<file path="config.mk">
export PLATFORM = sky130hd
export DESIGN_NAME = mem_port_arbiter
export DESIGN_NICKNAME = d
export VERILOG_FILES = /design/src/rtl/mem_arb_pkg.sv /design/src/rtl/mem_arb_starve_guard.sv /design/src/rtl/mem_port_arbiter.sv
export SDC_FILE = /design/constraint.sdc
export NUM_CORES = 1
export LEC_CHECK = 0
export ABC_CLOCK_PERIOD_IN_PS = 1400
export BUFFER_PORTS_ARGS = -buffer_cell sky130_fd_sc_hd__buf_2
export CAP_MARGIN = 25
export CORE_MARGIN = 8
export CORE_UTILIZATION = 40
export DETAILED_ROUTE_END_ITERATION = 10
export GPL_TIMING_DRIVEN = 1
export PLACE_DENSITY = 0.71
export SLEW_MARGIN = 20
export SYNTH_ARGS = -nofsm -noshare
export SYNTH_HDL_FRONTEND = slang
export SYNTH_SLANG_ARGS = --single-unit
</file>
<file path="constraint.sdc">
create_clock -name clk -period 1.4 [get_ports clk]
set_input_delay 0.28 -clock clk [delete_from_list [all_inputs] [get_ports clk]]
set_output_delay 0.28 -clock clk [all_outputs]
set_load 0.01 [all_outputs]
</file>
<file path="src/rtl/mem_arb_pkg.sv">
// Shared types and defaults for the CPU memory-port arbiter.
//   arb_state_e : arbiter FSM state (IDLE, BUSY, RESP)
//   arb_owner_e : which core port owns the current memory access
//   ADDR_W_DEF / DATA_W_DEF : default port widths
package mem_arb_pkg;

    localparam int unsigned ADDR_W_DEF = 32;
    localparam int unsigned DATA_W_DEF = 32;

    typedef enum logic [1:0] {
        IDLE = 2'd0,
        BUSY = 2'd1,
        RESP = 2'd2
    } arb_state_e;

    typedef enum logic {
        FETCH = 1'b0,
        DATA  = 1'b1
    } arb_owner_e;

endpackage

</file>
<file path="src/rtl/mem_arb_starve_guard.sv">
// Fetch starvation guard for mem_port_arbiter.
// Counts consecutive data grants made while a fetch was waiting and raises
// force_fetch_o once MAX_DATA_STREAK of them have happened in a row.
// Only instantiated when MEM_ARB_STARVE_GUARD_EN is defined.
// Ports:
//   clk, reset     : clock, synchronous active-high reset
//   grant_i        : an arbitration decision is made this cycle
//   grant_data_i   : that decision went to the data port
//   if_req_i       : fetch port is requesting this cycle
//   force_fetch_o  : streak limit reached, next fetch must win
module mem_arb_starve_guard #(
    parameter int unsigned MAX_DATA_STREAK = 4
) (
    input  logic clk,
    input  logic reset,
    input  logic grant_i,
    input  logic grant_data_i,
    input  logic if_req_i,
    output logic force_fetch_o
);

    localparam int unsigned CNT_W = (MAX_DATA_STREAK < 1) ? 1 : $clog2(MAX_DATA_STREAK + 1);

    logic [CNT_W-1:0] streak_q;
    logic [CNT_W-1:0] streak_d;

    always_comb begin
        streak_d = streak_q;
        if (grant_i) begin
            if (!grant_data_i) begin
                streak_d = '0;
            end else if (if_req_i && (streak_q != CNT_W'(MAX_DATA_STREAK))) begin
                // Saturate: at the limit a waiting fetch always wins anyway.
                streak_d = streak_q + 1'b1;
            end
        end
    end

    always_ff @(posedge clk) begin
        if (reset) begin
            streak_q <= '0;
        end else begin
            streak_q <= streak_d;
        end
    end

    assign force_fetch_o = (streak_q == CNT_W'(MAX_DATA_STREAK));

endmodule

</file>
<file path="src/rtl/mem_port_arbiter.sv">
// Shares one single-ported, variable-latency memory between the instruction
// fetch port and the load/store data port of a stall-based core. Data has
// fixed priority (it belongs to the older instruction). Every access runs
// IDLE -> BUSY (until mem_ready) -> RESP (one-cycle done pulse) -> IDLE.
// All outputs are registered.
// Optional: define MEM_ARB_STARVE_GUARD_EN to let a waiting fetch win after
// MAX_DATA_STREAK consecutive data grants.
// Ports:
//   clk, reset                        : clock, synchronous active-high reset
//   if_req/if_addr                    : fetch request (held until if_done)
//   if_done/if_rdata                  : fetch completion pulse and word
//   d_req/d_we/d_addr/d_wdata         : load/store request (held until d_done)
//   d_done/d_rdata                    : data completion pulse and load data
//   mem_req/mem_we/mem_addr/mem_wdata : memory access, stable until mem_ready
//   mem_rdata/mem_ready               : memory read data and completion
//   busy                              : arbiter not in IDLE
module mem_port_arbiter
    import mem_arb_pkg::*;
#(
    parameter int unsigned ADDR_W          = ADDR_W_DEF,
    parameter int unsigned DATA_W          = DATA_W_DEF,
    parameter int unsigned MAX_DATA_STREAK = 4
) (
    input  logic              clk,
    input  logic              reset,
    input  logic              if_req,
    input  logic [ADDR_W-1:0] if_addr,
    output logic              if_done,
    output logic [DATA_W-1:0] if_rdata,
    input  logic              d_req,
    input  logic              d_we,
    input  logic [ADDR_W-1:0] d_addr,
    input  logic [DATA_W-1:0] d_wdata,
    output logic              d_done,
    output logic [DATA_W-1:0] d_rdata,
    output logic              mem_req,
    output logic              mem_we,
    output logic [ADDR_W-1:0] mem_addr,
    output logic [DATA_W-1:0] mem_wdata,
    input  logic [DATA_W-1:0] mem_rdata,
    input  logic              mem_ready,
    output logic              busy
);

    arb_state_e        state_q,     state_d;
    arb_owner_e        owner_q,     owner_d;
    logic              mem_req_q,   mem_req_d;
    logic              mem_we_q,    mem_we_d;
    logic [ADDR_W-1:0] mem_addr_q,  mem_addr_d;
    logic [DATA_W-1:0] mem_wdata_q, mem_wdata_d;
    logic              if_done_q,   if_done_d;
    logic              d_done_q,    d_done_d;
    logic [DATA_W-1:0] if_rdata_q,  if_rdata_d;
    logic [DATA_W-1:0] d_rdata_q,   d_rdata_d;
    logic              busy_q,      busy_d;
    logic              force_fetch;

`ifdef MEM_ARB_STARVE_GUARD_EN
    logic arb_grant;
    logic arb_grant_data;

    assign arb_grant      = (state_q == IDLE) && (if_req || d_req);
    assign arb_grant_data = (owner_d == DATA);

    mem_arb_starve_guard #(
        .MAX_DATA_STREAK(MAX_DATA_STREAK)
    ) u_starve_guard (
        .clk          (clk),
        .reset        (reset),
        .grant_i      (arb_grant),
        .grant_data_i (arb_grant_data),
        .if_req_i     (if_req),
        .force_fetch_o(force_fetch)
    );
`else
    assign force_fetch = 1'b0;
`endif

    // State register (plus all registered outputs).
    always_ff @(posedge clk) begin
        if (reset) begin
            state_q     <= IDLE;
            owner_q     <= FETCH;
            mem_req_q   <= 1'b0;
            mem_we_q    <= 1'b0;
            mem_addr_q  <= '0;
            mem_wdata_q <= '0;
            if_done_q   <= 1'b0;
            d_done_q    <= 1'b0;
            if_rdata_q  <= '0;
            d_rdata_q   <= '0;
            busy_q      <= 1'b0;
        end else begin
            state_q     <= state_d;
            owner_q     <= owner_d;
            mem_req_q   <= mem_req_d;
            mem_we_q    <= mem_we_d;
            mem_addr_q  <= mem_addr_d;
            mem_wdata_q <= mem_wdata_d;
            if_done_q   <= if_done_d;
            d_done_q    <= d_done_d;
            if_rdata_q  <= if_rdata_d;
            d_rdata_q   <= d_rdata_d;
            busy_q      <= busy_d;
        end
    end

    // Next-state logic and arbitration.
    always_comb begin
        state_d = state_q;
        owner_d = owner_q;
        unique case (state_q)
            IDLE: begin
                if (if_req || d_req) begin
                    state_d = BUSY;
                    // The guard only overrides data when a fetch is actually waiting.
                    owner_d = (d_req && !(force_fetch && if_req)) ? DATA : FETCH;
                end
            end
            BUSY: begin
                if (mem_ready) begin
                    state_d = RESP;
                end
            end
            RESP: begin
                state_d = IDLE;
            end
            default: begin
                state_d = IDLE;
            end
        endcase
    end

    // Output logic: outputs are computed from the upcoming state so that they
    // can be registered without adding a cycle of latency.
    always_comb begin
        mem_req_d   = (state_d == BUSY);
        busy_d      = (state_d != IDLE);
        if_done_d   = (state_d == RESP) && (owner_d == FETCH);
        d_done_d    = (state_d == RESP) && (owner_d == DATA);
        mem_we_d    = mem_we_q;
        mem_addr_d  = mem_addr_q;
        mem_wdata_d = mem_wdata_q;
        if_rdata_d  = if_rdata_q;
        d_rdata_d   = d_rdata_q;

        if ((state_q == IDLE) && (state_d == BUSY)) begin
            if (owner_d == DATA) begin
                mem_we_d    = d_we;
                mem_addr_d  = d_addr;
                mem_wdata_d = d_wdata;
            end else begin
                mem_we_d    = 1'b0;
                mem_addr_d  = if_addr;
                mem_wdata_d = d_wdata;
            end
        end

        if ((state_q == BUSY) && mem_ready) begin
            if (owner_q == DATA) begin
                d_rdata_d = mem_rdata;
            end else begin
                if_rdata_d = mem_rdata;
            end
        end
    end

    assign if_done   = if_done_q;
    assign if_rdata  = if_rdata_q;
    assign d_done    = d_done_q;
    assign d_rdata   = d_rdata_q;
    assign mem_req   = mem_req_q;
    assign mem_we    = mem_we_q;
    assign mem_addr  = mem_addr_q;
    assign mem_wdata = mem_wdata_q;
    assign busy      = busy_q;

endmodule

</file>
* After elaboration in Yosys (flattened, before gate mapping) *
Index checks and enable logic that the tools add are counted.
Widths: inputs -> output; s select.

word-level totals
  register bits after elaboration = 136
  bits in latches = 0
  RAM bits = 0
  memory bits (read-only) = 0
  input bits = 134
  output and inout port bits = 133
  logic and storage cells = 33
  memories kept = 0

operators by class
  $add $sub $neg = 0
  multiply operators = 0
  divide/modulo/power cells = 0
  $lt $le $gt $ge = 0
  equality and inequality tests = 3
  shifts and indexed selects = 0
  multiplexer cells = 8
  bitwise logic cells = 2
  reductions and logical operators = 9

operator list
  operator            count
  $mux 32             1
  $eq 2x1->1 const B  2
  $logic_and 1x1->1   4
  $mux 1              4
  $mux 2              2
  $pmux 2 s2          1
  $reduce_and 2->1    2
  $eq 2x2->1 const B  1
  $logic_not 2->1     1
  $not 1->1           2
  $reduce_bool 2->1   1
  $logic_or 1x1->1    1

* Depth between registers and ports, before layout *
  depth after elaboration = 5
  depth in mapped cells = 6
  depth with buffers taken out = 3

* Worst setup path before layout *
No wires, ideal clock.

  kind = register -> register
  from = register state_q[0]
  to = register mem_addr_q[0], in the netlist mem_addr[0]
  data arrival time = 1.131 ns
  path slack = 0.123 ns
  stages on the path, launching flop included = 7
  cells stage by stage = dfxtp_1 buf_4 or2_1 buf_6 nor2_8 buf_6 a211oi_2

on the way
  word-level cells in the longest chain between the ends = 4
  elaborated cells on any way between the ends = 9
  classes of those cells = eq/ne: 2; mux: 5; reduce/logical: 2

RTL lines
  item                                line                     source
  start: declaration                  mem_port_arbiter.sv:45   arb_state_e state_q, state_d;
  start signal: assignment            mem_port_arbiter.sv:94   state_q <= state_d;
  $eq 2x1->1 (tied with other cells)  mem_port_arbiter.sv:112  unique case (state_q)
  $pmux 2 s2                          mem_port_arbiter.sv:112
  $eq 2x1->1                          mem_port_arbiter.sv:147  if ((state_q == IDLE) && (state_d == BUSY)) begin
  $logic_and 1x1->1                   mem_port_arbiter.sv:147
  end signal: assignment              mem_port_arbiter.sv:98   mem_addr_q <= mem_addr_d;
  end: declaration                    mem_port_arbiter.sv:49   logic [ADDR_W-1:0] mem_addr_q, mem_addr_d;

Several ways; a longest one is shown, not always the timed one.
A chain may end at the register's enable or synchronous reset.

* Final worst setup path *
  from = register state_q[1]
  to = register if_done_q, in the netlist if_done

on the way
  word-level cells in the longest chain between the ends = 4
  elaborated cells on any way between the ends = 9
  classes of those cells = eq/ne: 2; mux: 4; bitwise: 1; reduce/logical: 2

RTL lines
  item                                            line                     source
  $eq 2x1->1 (tied with other cells)              mem_port_arbiter.sv:112
  $pmux 2 s2 / $mux 1 (equally long branches)     mem_port_arbiter.sv:112
  $eq 2x2->1 / $not 1->1 (equally long branches)  mem_port_arbiter.sv:139  if_done_d = (state_d == RESP) && (owner_d == FETCH);
  $logic_and 1x1->1 (*)                           mem_port_arbiter.sv:139
  end signal: assignment                          mem_port_arbiter.sv:100  if_done_q <= if_done_d;
  end: declaration                                mem_port_arbiter.sv:51   logic if_done_q, if_done_d;

Every way passes the cells marked *; elsewhere a longest branch is shown, timed or not.

==> impl_metrics.tcl <==
set metrics [dict create \
    cp-start-kind "flip-flop" \
    wire_per_inst_um 16.3 \
    timing.hold.ws_ps 114 \
    worst-path-max-fanout 19 \
    syn_inst 605 \
    ctsHoldBuffers 0 \
    synthesis.nets 739 \
    ys_async_sr_fraction 0 \
    place_congestion 0.796 \
    max_slew_margin 0.825 \
    start_util 0.412 \
    cpMaxStageDelayCell "dfxtp_1" \
    final.setup_skew_ps 5.57 \
    io_pins 267 \
    fmax_ghz 0.753 \
    via_per_inst 5.06 \
    dpl_worst_slack_ps 27.0 \
    power.leakage_nw 3.45 \
    grt_usage 0.184 \
    clock_latency_ps 410 \
    status "complete, no violations" \
    max-vdd-ir-drop_mv 0.773 \
    ys_seq_area_frac 0.497 \
    synth_edf_count 0 \
    areaGrowthSynthToFinish_pct 38.8 \
    final-max-slew-violation-count 0 \
    min_period_ps 1330 \
    htreeDepth 4 \
    ctsRootBufferMaster "clkbuf_16" \
    vias 5312 \
    ant_nets 0 \
    hpwlAfterDp_mm 12.4 \
    worst_pin_slew_ps 256 \
    ys_types 30 \
    path_cells "buf_4 -> nor2_4 -> buf_4 -> buf_12 -> a22oi_2 -> and2_1" \
    grt_pass1_vias 5171 \
    yosysWarnings 0 \
    max_cap_violations 0 \
    fp.coreArea_um2 13300 \
    grt_overflow_total 0 \
    wirelength_mm 17.1 \
    critPathKind "reg -> reg" \
    utilization 0.573 \
    max_stage_delay_ps 400 \
    rrSetupSlack_ps 70 \
    cts_buffers 17 \
    synthesis.area_um2 5480 \
    crit_start "state_q[1]" \
    drive_above_1_share 0.429 \
    grt_pass1_wl_mm 26.5 \
    fp.dieH_um 133 \
    die-area_um2 17700 \
    drt_iter0_drc 325 \
    hold_violations 0 \
    ys_ff_latch 136 \
    min_period_over_period 0.949 \
    first_pass_iters 5 \
    arrival_ps 1680 \
    cp_data_required_time_ps 1750 \
    place.port_buffers 266 \
    grt_max_degree 57 \
    crit_path_frequent_cell "buf_4" \
    setup_viol 0 \
    powerDensity_nw_per_um2 1340 \
    drc 0 \
    cts_buffer_depth 2 \
    nNetsFinal 993 \
    worstSetupEndpointType "flip-flop" \
    grt_antenna_before_repair 3 \
    rsz0062_at_grt "yes" \
    setup_ws_ps 72.0 \
    rr_startpoint "state_q[1]" \
    ys.flop_type "dfxtp_1" \
    rows 42 \
    holdCritStartpoint "mem_rdata[7]" \
    syn_avg_cell_area_um2 9.06 \
    die_w_um 133 \
    cts_sinks 136 \
    fin_tns_setup_ps 0 \
    clk_pin_slew_ps 60 \
    cts_tree "built" \
    hp-class "in -> reg" \
]
[cell usage after synthesis, types with 2 or more instances]
library cell,number,share of area
nand3_1,33,0.030
buf_6,14,0.029
dfxtp_1,136,0.50
nor2_4,2,0.0041
nor2_1,4,0.0027
clkbuf_1,13,0.0089
a211oi_1,13,0.018
a211oi_2,20,0.046
a21oi_2,20,0.032
a21oi_1,110,0.10
o21ai_0,17,0.016
or2_1,2,0.0023
mux2i_1,32,0.058
buf_4,8,0.011
o21ai_1,16,0.015
buf_2,24,0.022
nand2_1,128,0.088
[final timing paths]
path	end	depth (start not counted)
min reg2reg	d_rdata[23]	2
max reg2reg	if_done	6
min	if_rdata[7]	3
max	if_done	6
[sequential cells by signal, indices dropped and copies added (netlist names)]
register and count:
mem_addr 32, mem_req 1, owner_q 1, mem_we 1
busy 1, d_done 1, if_rdata 32, d_rdata 32
state_q 2, if_done 1, mem_wdata 32
[critical path: cells and delay by family, from the launching register on]
family          cells  cell delay [ps]
flops               1              400
compound gates      1              220
simple gates        2              180
buf+inv             3              470
[kinds of logic after synthesis]
logic type | share of synthesized area
AOI/OAI and AO/OA | 0.228
and+or+nand+nor | 0.145
DFF | 0.497
buffers and inverters | 0.0721
muxes | 0.0584
[cell usage in the layout, fill, tap and decap left out, drive strengths merged, types with 7 or more instances in the layout]
cell,Yosys,routed
nand3,33,33
mux2i,32,32
nand2,128,128
buf,46,293
a211oi,33,33
nor2,7,7
dfxtp,136,136
a21oi,130,130
clkbuf,14,21
o21ai,33,33
[routing by layer]
| metal | global-route usage | vias to the layer above | wire (um) |
|---|---|---|---|
| met5 | 0 | - | 10 |
| met4 | 0.0839 | 2 | 369 |
| met3 | 0.0719 | 27 | 1430 |
| met2 | 0.301 | 221 | 8360 |
| met1 | 0.207 | 2458 | 6940 |
| li1 | - | 2604 | - |
[where the power goes]
group	leakage [nW]	total, mW	switching, mW	internal (mW)
Combinational	2.07	1.65	0.908	0.747
Clock	0.265	4.26	1.66	2.60
Sequential	1.11	4.27	0.138	4.13
[layout make-up]
cell class                 instances  area, um^2
tap                              176         220
clock inverter                    13         131
timing repair buffer             295        1720
sequential                       136        2720
multi-input combinational        408        2370
clock buffer                      19         433
fill                            1239        5680
antenna                            2        5.00
inverter                           1        3.75
[metrics by stage]
stage	std cells	power [mW]	area [um^2]
after global routing	1050	10.6	7610
after detailed placement	1012	5.95	6970
after floorplan	605	5.29	5480
after global placement	1012	5.93	6970
after CTS	1044	10.2	7530
final	1050	10.2	7610
[timing repair]
| item | 4_1_cts | 5_1_grt |
|---|---|---|
| resized for setup | 0 | 3 |
| setup endpoints to repair | 0 | 17 |
| setup buffers | 0 | 2 |
(Power assumes the default switching activity.)
